===== config.mk =====
export PLATFORM = sky130hd
export DESIGN_NAME = screen_sequencer
export DESIGN_NICKNAME = d
export VERILOG_FILES = /design/src/rtl/screen_sequencer.sv
export SDC_FILE = /design/constraint.sdc
export NUM_CORES = 1
export LEC_CHECK = 0
export CAP_MARGIN = 20
export CORE_MARGIN = 5
export CORE_UTILIZATION = 44
export CTS_BUF_LIST = sky130_fd_sc_hd__clkbuf_4 sky130_fd_sc_hd__clkbuf_8
export DETAILED_ROUTE_END_ITERATION = 7
export PLACE_DENSITY = 0.84
export SETUP_SLACK_MARGIN = 0.05
export SYNTH_ARGS = -nofsm -noshare
export SYNTH_HDL_FRONTEND = slang
export SYNTH_SLANG_ARGS = --single-unit

===== constraint.sdc =====
create_clock -name clk40 -period 2.8 [get_ports clk40]
set_input_delay 0.84 -clock clk40 [delete_from_list [all_inputs] [get_ports clk40]]
set_output_delay 0.84 -clock clk40 [all_outputs]
set_load 0.005 [all_outputs]

===== src/rtl/screen_sequencer.sv =====
// Screen sequencer: menu -> arm -> play -> end flow with a per-second round timer and frame-aligned screen switching.
// Optional pause support is enabled by defining SCREEN_SEQUENCER_PAUSE_EN.
`timescale 1ns/1ps
module screen_sequencer #(
    parameter int GAME_SECONDS   = 60,
    parameter int FRAMES_PER_SEC = 60,
    parameter int END_HOLD_SEC   = 3
) (
    input  logic        clk40,
    input  logic        rst,
    input  logic        vsync,
    input  logic        start,
    input  logic        restart,
    input  logic        pause,
    input  logic [11:0] rgb_menu,
    input  logic [11:0] rgb_game,
    input  logic [11:0] rgb_end,
    output logic [11:0] rgb_out,
    output logic [1:0]  screen_sel,
    output logic        game_rst,
    output logic        game_en,
    output logic [7:0]  time_left
);

    localparam logic [7:0] ROUND_SECS = 8'(GAME_SECONDS);
    localparam logic [7:0] FRAME_LAST = 8'(FRAMES_PER_SEC - 1);
    localparam logic [7:0] HOLD_LAST  = 8'(END_HOLD_SEC - 1);

`ifdef SCREEN_SEQUENCER_PAUSE_EN
    typedef enum logic [2:0] {ST_MENU, ST_ARM, ST_PLAY, ST_END, ST_PAUSE} state_t;
`else
    typedef enum logic [1:0] {ST_MENU, ST_ARM, ST_PLAY, ST_END} state_t;
`endif

    state_t      state_q, state_d;
    logic        vsync_q, start_q, restart_q, pause_q;
    logic [7:0]  frame_cnt_q, frame_cnt_d;
    logic [7:0]  hold_cnt_q, hold_cnt_d;
    logic [7:0]  time_left_q, time_left_d;
    logic [1:0]  screen_sel_q, screen_sel_d;
    logic [11:0] rgb_out_q, rgb_out_d;
    logic        game_rst_q, game_rst_d;
    logic        game_en_q, game_en_d;

    logic frame_tick, start_edge, restart_edge, pause_edge;

    assign frame_tick   = vsync & ~vsync_q;
    assign start_edge   = start & ~start_q;
    assign restart_edge = restart & ~restart_q;
    assign pause_edge   = pause & ~pause_q;

`ifndef SCREEN_SEQUENCER_PAUSE_EN
    logic unused_pause_edge;
    assign unused_pause_edge = pause_edge;
`endif

    always_comb begin
        state_d      = state_q;
        frame_cnt_d  = frame_cnt_q;
        hold_cnt_d   = hold_cnt_q;
        time_left_d  = time_left_q;
        screen_sel_d = screen_sel_q;
        game_rst_d   = 1'b0;

        case (state_q)
            ST_MENU: begin
                if (start_edge) begin
                    state_d     = ST_ARM;
                    game_rst_d  = 1'b1;
                    time_left_d = ROUND_SECS;
                end
            end
            ST_ARM: begin
                if (frame_tick) begin
                    state_d     = ST_PLAY;
                    frame_cnt_d = 8'd0;
                end
            end
            ST_PLAY: begin
                if (frame_tick) begin
                    if (frame_cnt_q == FRAME_LAST) begin
                        frame_cnt_d = 8'd0;
                        if (time_left_q > 8'd1) begin
                            time_left_d = time_left_q - 8'd1;
                        end else begin
                            time_left_d = 8'd0;
                            hold_cnt_d  = 8'd0;
                            state_d     = ST_END;
                        end
                    end else begin
                        frame_cnt_d = frame_cnt_q + 8'd1;
                    end
                end
`ifdef SCREEN_SEQUENCER_PAUSE_EN
                // A tick landing with the pause click is still counted, so no frame is lost.
                if (pause_edge && state_d == ST_PLAY) begin
                    state_d = ST_PAUSE;
                end
`endif
            end
            ST_END: begin
                if (restart_edge) begin
                    state_d     = ST_ARM;
                    game_rst_d  = 1'b1;
                    time_left_d = ROUND_SECS;
                end else if (frame_tick) begin
                    if (frame_cnt_q == FRAME_LAST) begin
                        frame_cnt_d = 8'd0;
                        if (hold_cnt_q == HOLD_LAST) begin
                            state_d = ST_MENU;
                        end else begin
                            hold_cnt_d = hold_cnt_q + 8'd1;
                        end
                    end else begin
                        frame_cnt_d = frame_cnt_q + 8'd1;
                    end
                end
            end
`ifdef SCREEN_SEQUENCER_PAUSE_EN
            ST_PAUSE: begin
                if (pause_edge) begin
                    state_d = ST_PLAY;
                end
            end
`endif
            default: state_d = ST_MENU;
        endcase

        game_en_d = (state_d == ST_PLAY);

        // Screen changes only at frame boundaries so a switch never tears a frame.
        if (frame_tick) begin
            case (state_q)
                ST_MENU: screen_sel_d = 2'd0;
                ST_END:  screen_sel_d = 2'd2;
                default: screen_sel_d = 2'd1;
            endcase
        end

        case (screen_sel_q)
            2'd0:    rgb_out_d = rgb_menu;
            2'd1:    rgb_out_d = rgb_game;
            2'd2:    rgb_out_d = rgb_end;
            default: rgb_out_d = 12'h000;
        endcase
    end

    always_ff @(posedge clk40 or negedge rst) begin
        if (!rst) begin
            state_q      <= ST_MENU;
            vsync_q      <= 1'b0;
            start_q      <= 1'b0;
            restart_q    <= 1'b0;
            pause_q      <= 1'b0;
            frame_cnt_q  <= 8'd0;
            hold_cnt_q   <= 8'd0;
            time_left_q  <= 8'd0;
            screen_sel_q <= 2'd0;
            rgb_out_q    <= 12'h000;
            game_rst_q   <= 1'b0;
            game_en_q    <= 1'b0;
        end else begin
            state_q      <= state_d;
            vsync_q      <= vsync;
            start_q      <= start;
            restart_q    <= restart;
            pause_q      <= pause;
            frame_cnt_q  <= frame_cnt_d;
            hold_cnt_q   <= hold_cnt_d;
            time_left_q  <= time_left_d;
            screen_sel_q <= screen_sel_d;
            rgb_out_q    <= rgb_out_d;
            game_rst_q   <= game_rst_d;
            game_en_q    <= game_en_d;
        end
    end

    assign rgb_out    = rgb_out_q;
    assign screen_sel = screen_sel_q;
    assign game_rst   = game_rst_q;
    assign game_en    = game_en_q;
    assign time_left  = time_left_q;

endmodule


Word-level counts from Yosys, hierarchy flattened
Cells that the tools add are included.
Widths: inputs -> output; s select.
- register bits: 45
- logic and storage cells: 81
- add/subtract/negate cells: 3
- $lt $le $gt $ge: 1
- eq/ne operators: 18
- mux-type cells: 34
- bitwise logic cells: 6
- reduce and logical (&&, ||, !) cells: 8
- operators with widths (kind ; count):
    $mux 8 ; 16
    $pmux 8 s3 ; 2
    $pmux 12 s3 ; 1
    $ne 2x2->1 const B ; 10
    $mux 2 ; 9
    $add 8x1->8 const B ; 2
    $pmux 8 s2 ; 1
    $eq 2x2->1 const B ; 4
    $eq 8x2->1 const B ; 1
    $eq 8x6->1 const B ; 1
    $gt 8x1->1 const B ; 1
    $pmux 2 s4 ; 1
    $reduce_and 8->1 ; 1
    $sub 8x1->8 const B ; 1
    $reduce_bool 3->1 ; 2
    $reduce_and 5->1 ; 1
    $eq 2x1->1 const B ; 2
    $logic_not 2->1 ; 2
    $pmux 2 s2 ; 1
    $and 1x1->1 ; 3
    $not 1->1 ; 3
    $reduce_and 3->1 ; 1
    $mux 1 ; 2
    $pmux 1 s2 ; 1
    $reduce_bool 2->1 ; 1

Longest topological paths before layout
- word-level depth: 7
- mapped depth: 8
- depth with buffers taken out: 7

Worst setup path before layout
Ideal clock, no wire load.
- kind: input-to-reg
- start: input port vsync
- end: register time_left_q[3] (netlist: time_left[3])
- data arrival time: 1.956 ns
- setup slack: 0.724 ns
- stages: 7
- buffers on the path: 2
- path through: nand2b_1 clkbuf_1 nor3_2 o21a_1 buf_4 o21ai_0 a22o_1
- longest elaborated chain between the ends: 3
- RTL lines (element ; RTL line ; text):
    start, declared ; 11 ; input logic vsync,
    $and 1x1->1 ; 47 ; assign frame_tick = vsync & ~vsync_q;
    $ne 2x2->1 (no source line) ; n/a ;
    $reduce_and 5->1 (no source line) ; n/a ;
    end signal, assigned ; 170 ; time_left_q <= time_left_d;
    end, declared ; 39 ; logic [7:0] time_left_q, time_left_d;
No other way between the ends.
A chain may end at the register's enable or synchronous reset.

Worst setup path after layout
- start: input port restart
- end: register time_left_q[4] (netlist: time_left[4])
- longest elaborated chain between the ends: 3
- RTL lines (element ; RTL line ; text):
    start, declared ; 13 ; input logic restart,
    $and 1x1->1 ; 49 ; assign restart_edge = restart & ~restart_q;
    $ne 2x2->1 (no source line) ; n/a ;
    $reduce_and 5->1 (no source line) ; n/a ;
No other way between the ends.

==> flow_summary.toml <==
[outcome]
status = "finished, final reports clean"

[logic_synthesis]
synth_most_common_cell = "dfrtp_1"
synth_area_sq_um = 2490
yosysSeqAreaShare_pct = 45.2
ys_ff_latch = 45
yosysTopAreaCell = "dfrtp_1"
synth_flop_cell = "dfrtp_1"
synth-edff-count = 0
synth_nets = 312
synth_top_area_share_pct = 45.2
syn_area_per_cell_sq_um = 9.59
synthArstFlopShare_pct = 100
synth_warnings = 0
synth_area_leaders = "dfrtp_1 45%, ha_1 5.0%, o21ai_1 5.0%, mux2i_1 4.8%, nand2_1 4.8%"
yosys-top-cells-count = "45 x dfrtp_1, 32 x nand2_1, 25 x o21ai_1"
ys_types = 47
synth_cells = 260

[setup_path]
crit_buf_inv = 1
crit_fanout = 10
cp-end-kind = "flop"
startpoint_type = "input port"
cp_slowest_stage_delay_ns = 0.50
r2r_start = "time_left[4]"
path_cells = "clkdlybuf4s50_1, nand2b_1, a221oi_1, o21a_1, o21ai_1, a22o_1"
reg2regPathDepth = 5
r2r_end = "hold_cnt_q[1]"
r2r_slack_ns = 0.57
path_class = "input port to flop"
crit_family = "compound AO/OA/AOI/OAI gates"
critPathSlowestCell = "clkdlybuf4s50_1"
cp.arrival_ns = 2.59
required_ns = 2.99

[pwr]
swShare_pct = 33.9
pwr-share-seq_pct = 36.4
p_leak_nw = 1.39
pwr-share-clk_pct = 21.3
p_sw_uw = 818
intPower_mw = 1.60
pwr_density_cell_nw_per_um2 = 717
vdd_ir_drop_max_uv = 359
pwr-share-comb_pct = 42.3

[die]
pin_count = 66
die_x_um = 85.3
die_h_um = 85.3
die-area_sq_um = 7270
initial_core_util_pct = 45.3
core_sq_um = 5510
row_count = 27

[route]
drtIter0Drc = 161
via_per_inst = 5.43
first_pass_iters = 4
drc_errors = 0
drtAntennaViolNets = 0
routedWlPerCell_um = 15.0
num_vias = 2195
finalWirelength_um = 6080

[finish]
n_antenna_cell = 0
n_fill_cell = 433
drive_above_1_share_pct = 9.04
nNetsFinal = 383
area_growth_pct = 35.0

[placed_design]
io_buffers = 64
dpl.hpwl_um = 4660
gp_congestion = 0.852

[clock_network]
clkSinkCount = 45
cts_tree = "done"
cts.clk_slew.worst_paths_ns = 0.08
clock_path_buffers = 2
cts_hold_buf = 0
clk_latency_ns = 0.30
cts_root_buf = "clkbuf_8"
postCtsSetupBuffers = 0
htreeDepth = 2
cts_buffers = 5
cts_resized = 0

[global_routing]
grt_most_used_layer = "met2"
use_met2_pct = 29.7
grt_max_degree = 30
grt_pass1_vias = 2193
met1_usage_pct = 21.4
antenna_found_initial = 0
met3_usage_pct = 2.72
grt-ovfl-total = 0
grt_first_pass_wirelength_um = 10300
grt_usage_pct = 17.3

[worst_hold_path]
min_to = "frame_cnt_q[7]"
whs_path_depth = 1
holdCritStartpoint = "frame_cnt_q[7]"
worstHoldPathType = "flop to flop"

[timing]
worst_pin_slew_ns = 0.851
fin_crit_ns = 2.40
finalCritPeriodShare_pct = 85.6
max_freq_mhz = 417
finClkSkew_ns = 0.00994
finalMaxSlewViolations = 0
relSlewSlack_pct = 43.2
hold_slack_ns = 0.489
hold_violations = 0
setup_viol = 0
fin_setup_tns_ns = 0
rsz0062_at_grt = "no"

[run]
max-cap-violations = 0
## per-layer routing
metal	wire length, um	up-vias	share of wire, %
li1	-	1075	-
met3	283	11	4.7
met5	0	-	0
met1	2540	1047	42
met2	3110	62	51
met4	141	0	2.3
## kinds of logic (layout without fill, tap and decap cells)
family	Yosys count	after routing	synth area share, %
mux	13	13	5.27
fa+ha+maj	10	10	5.02
xor+xnor	6	6	2.11
flops	45	45	45.2
buf+inv	20	92	3.46
simple gates	102	102	22.2
compound gates	64	64	16.8
## cell type report
cell class / instances / area, sq um / share of cell area [%]
Tap cell: 72 / 90.1 / 2.68
Sequential cell: 45 / 1130 / 33.5
Inverter: 10 / 37.5 / 1.12
Clock buffer: 7 / 90.1 / 2.68
Multi-Input combinational cell: 195 / 1280 / 38.1
Clock inverter: 1 / 30.0 / 0.892
Timing Repair Buffer: 74 / 711 / 21.1
## placed cells by master (no fill, tap or decap), drive strengths merged, types with 3 or more instances in the layout
| cell type | n |
|---|---|
| a21oi | 7 |
| a22o | 5 |
| a31oi | 3 |
| and3 | 3 |
| buf | 11 |
| clkbuf | 7 |
| clkdlybuf4s50 | 63 |
| dfrtp | 45 |
| ha | 10 |
| inv | 10 |
| mux2i | 12 |
| nand2 | 32 |
| nand2b | 6 |
| nand3 | 13 |
| nand3b | 4 |
| nand4 | 5 |
| nor2 | 17 |
| nor3 | 8 |
| nor4 | 4 |
| o21ai | 33 |
| o41ai | 4 |
| xor2 | 6 |
## registers in the layout, summed over array words and instances, names as in the netlist
name and cells:
game_en 1, frame_cnt_q 8, restart_q 1, screen_sel 2
rgb_out 12, game_rst 1, vsync_q 1, state_q 2
start_q 1, time_left 8, hold_cnt_q 8
## worst register-to-register path: stages (launching register included)
cell,delay (ns)
dfrtp_1,0.46
or4_4,0.61
o41ai_4,0.57
nand3_1,0.27
nand2_1,0.14
o31ai_2,0.07
## power groups by stage
stage,clock network [mW],logic [mW],registers [mW]
6_report,0.514,1.02,0.878
4_1_cts,0.531,1.02,0.878
3_3_place_gp,0,0.995,0.881
2_1_floorplan,0,0.580,0.881
5_1_grt,0.557,1.12,0.900
3_5_place_dp,0,1.02,0.890
## how the worst max path moves through the flow
stage	start	end	cells past startpoint
finish	restart	time_left[4]	6
floorplan	vsync	time_left[3]	7
detailed placement	restart	time_left[4]	6
global route	restart	time_left[4]	6
global placement	restart	time_left[6]	6
CTS	restart	time_left[4]	6
## metrics by stage
step	worst slack (ns)	instances	area (sq um)	total power, mW	utilization [%]
final	0.404	404	3370	2.41	61.1
after global routing	0.312	404	3370	2.58	61.1
after detailed placement	0.0892	396	3250	1.91	58.9
after global placement	0.126	396	3250	1.88	58.9
after CTS	0.405	404	3370	2.43	61.1
after floorplan	0.724	260	2490	1.46	-
No activity file was read; power rests on OpenSTA's default activity.
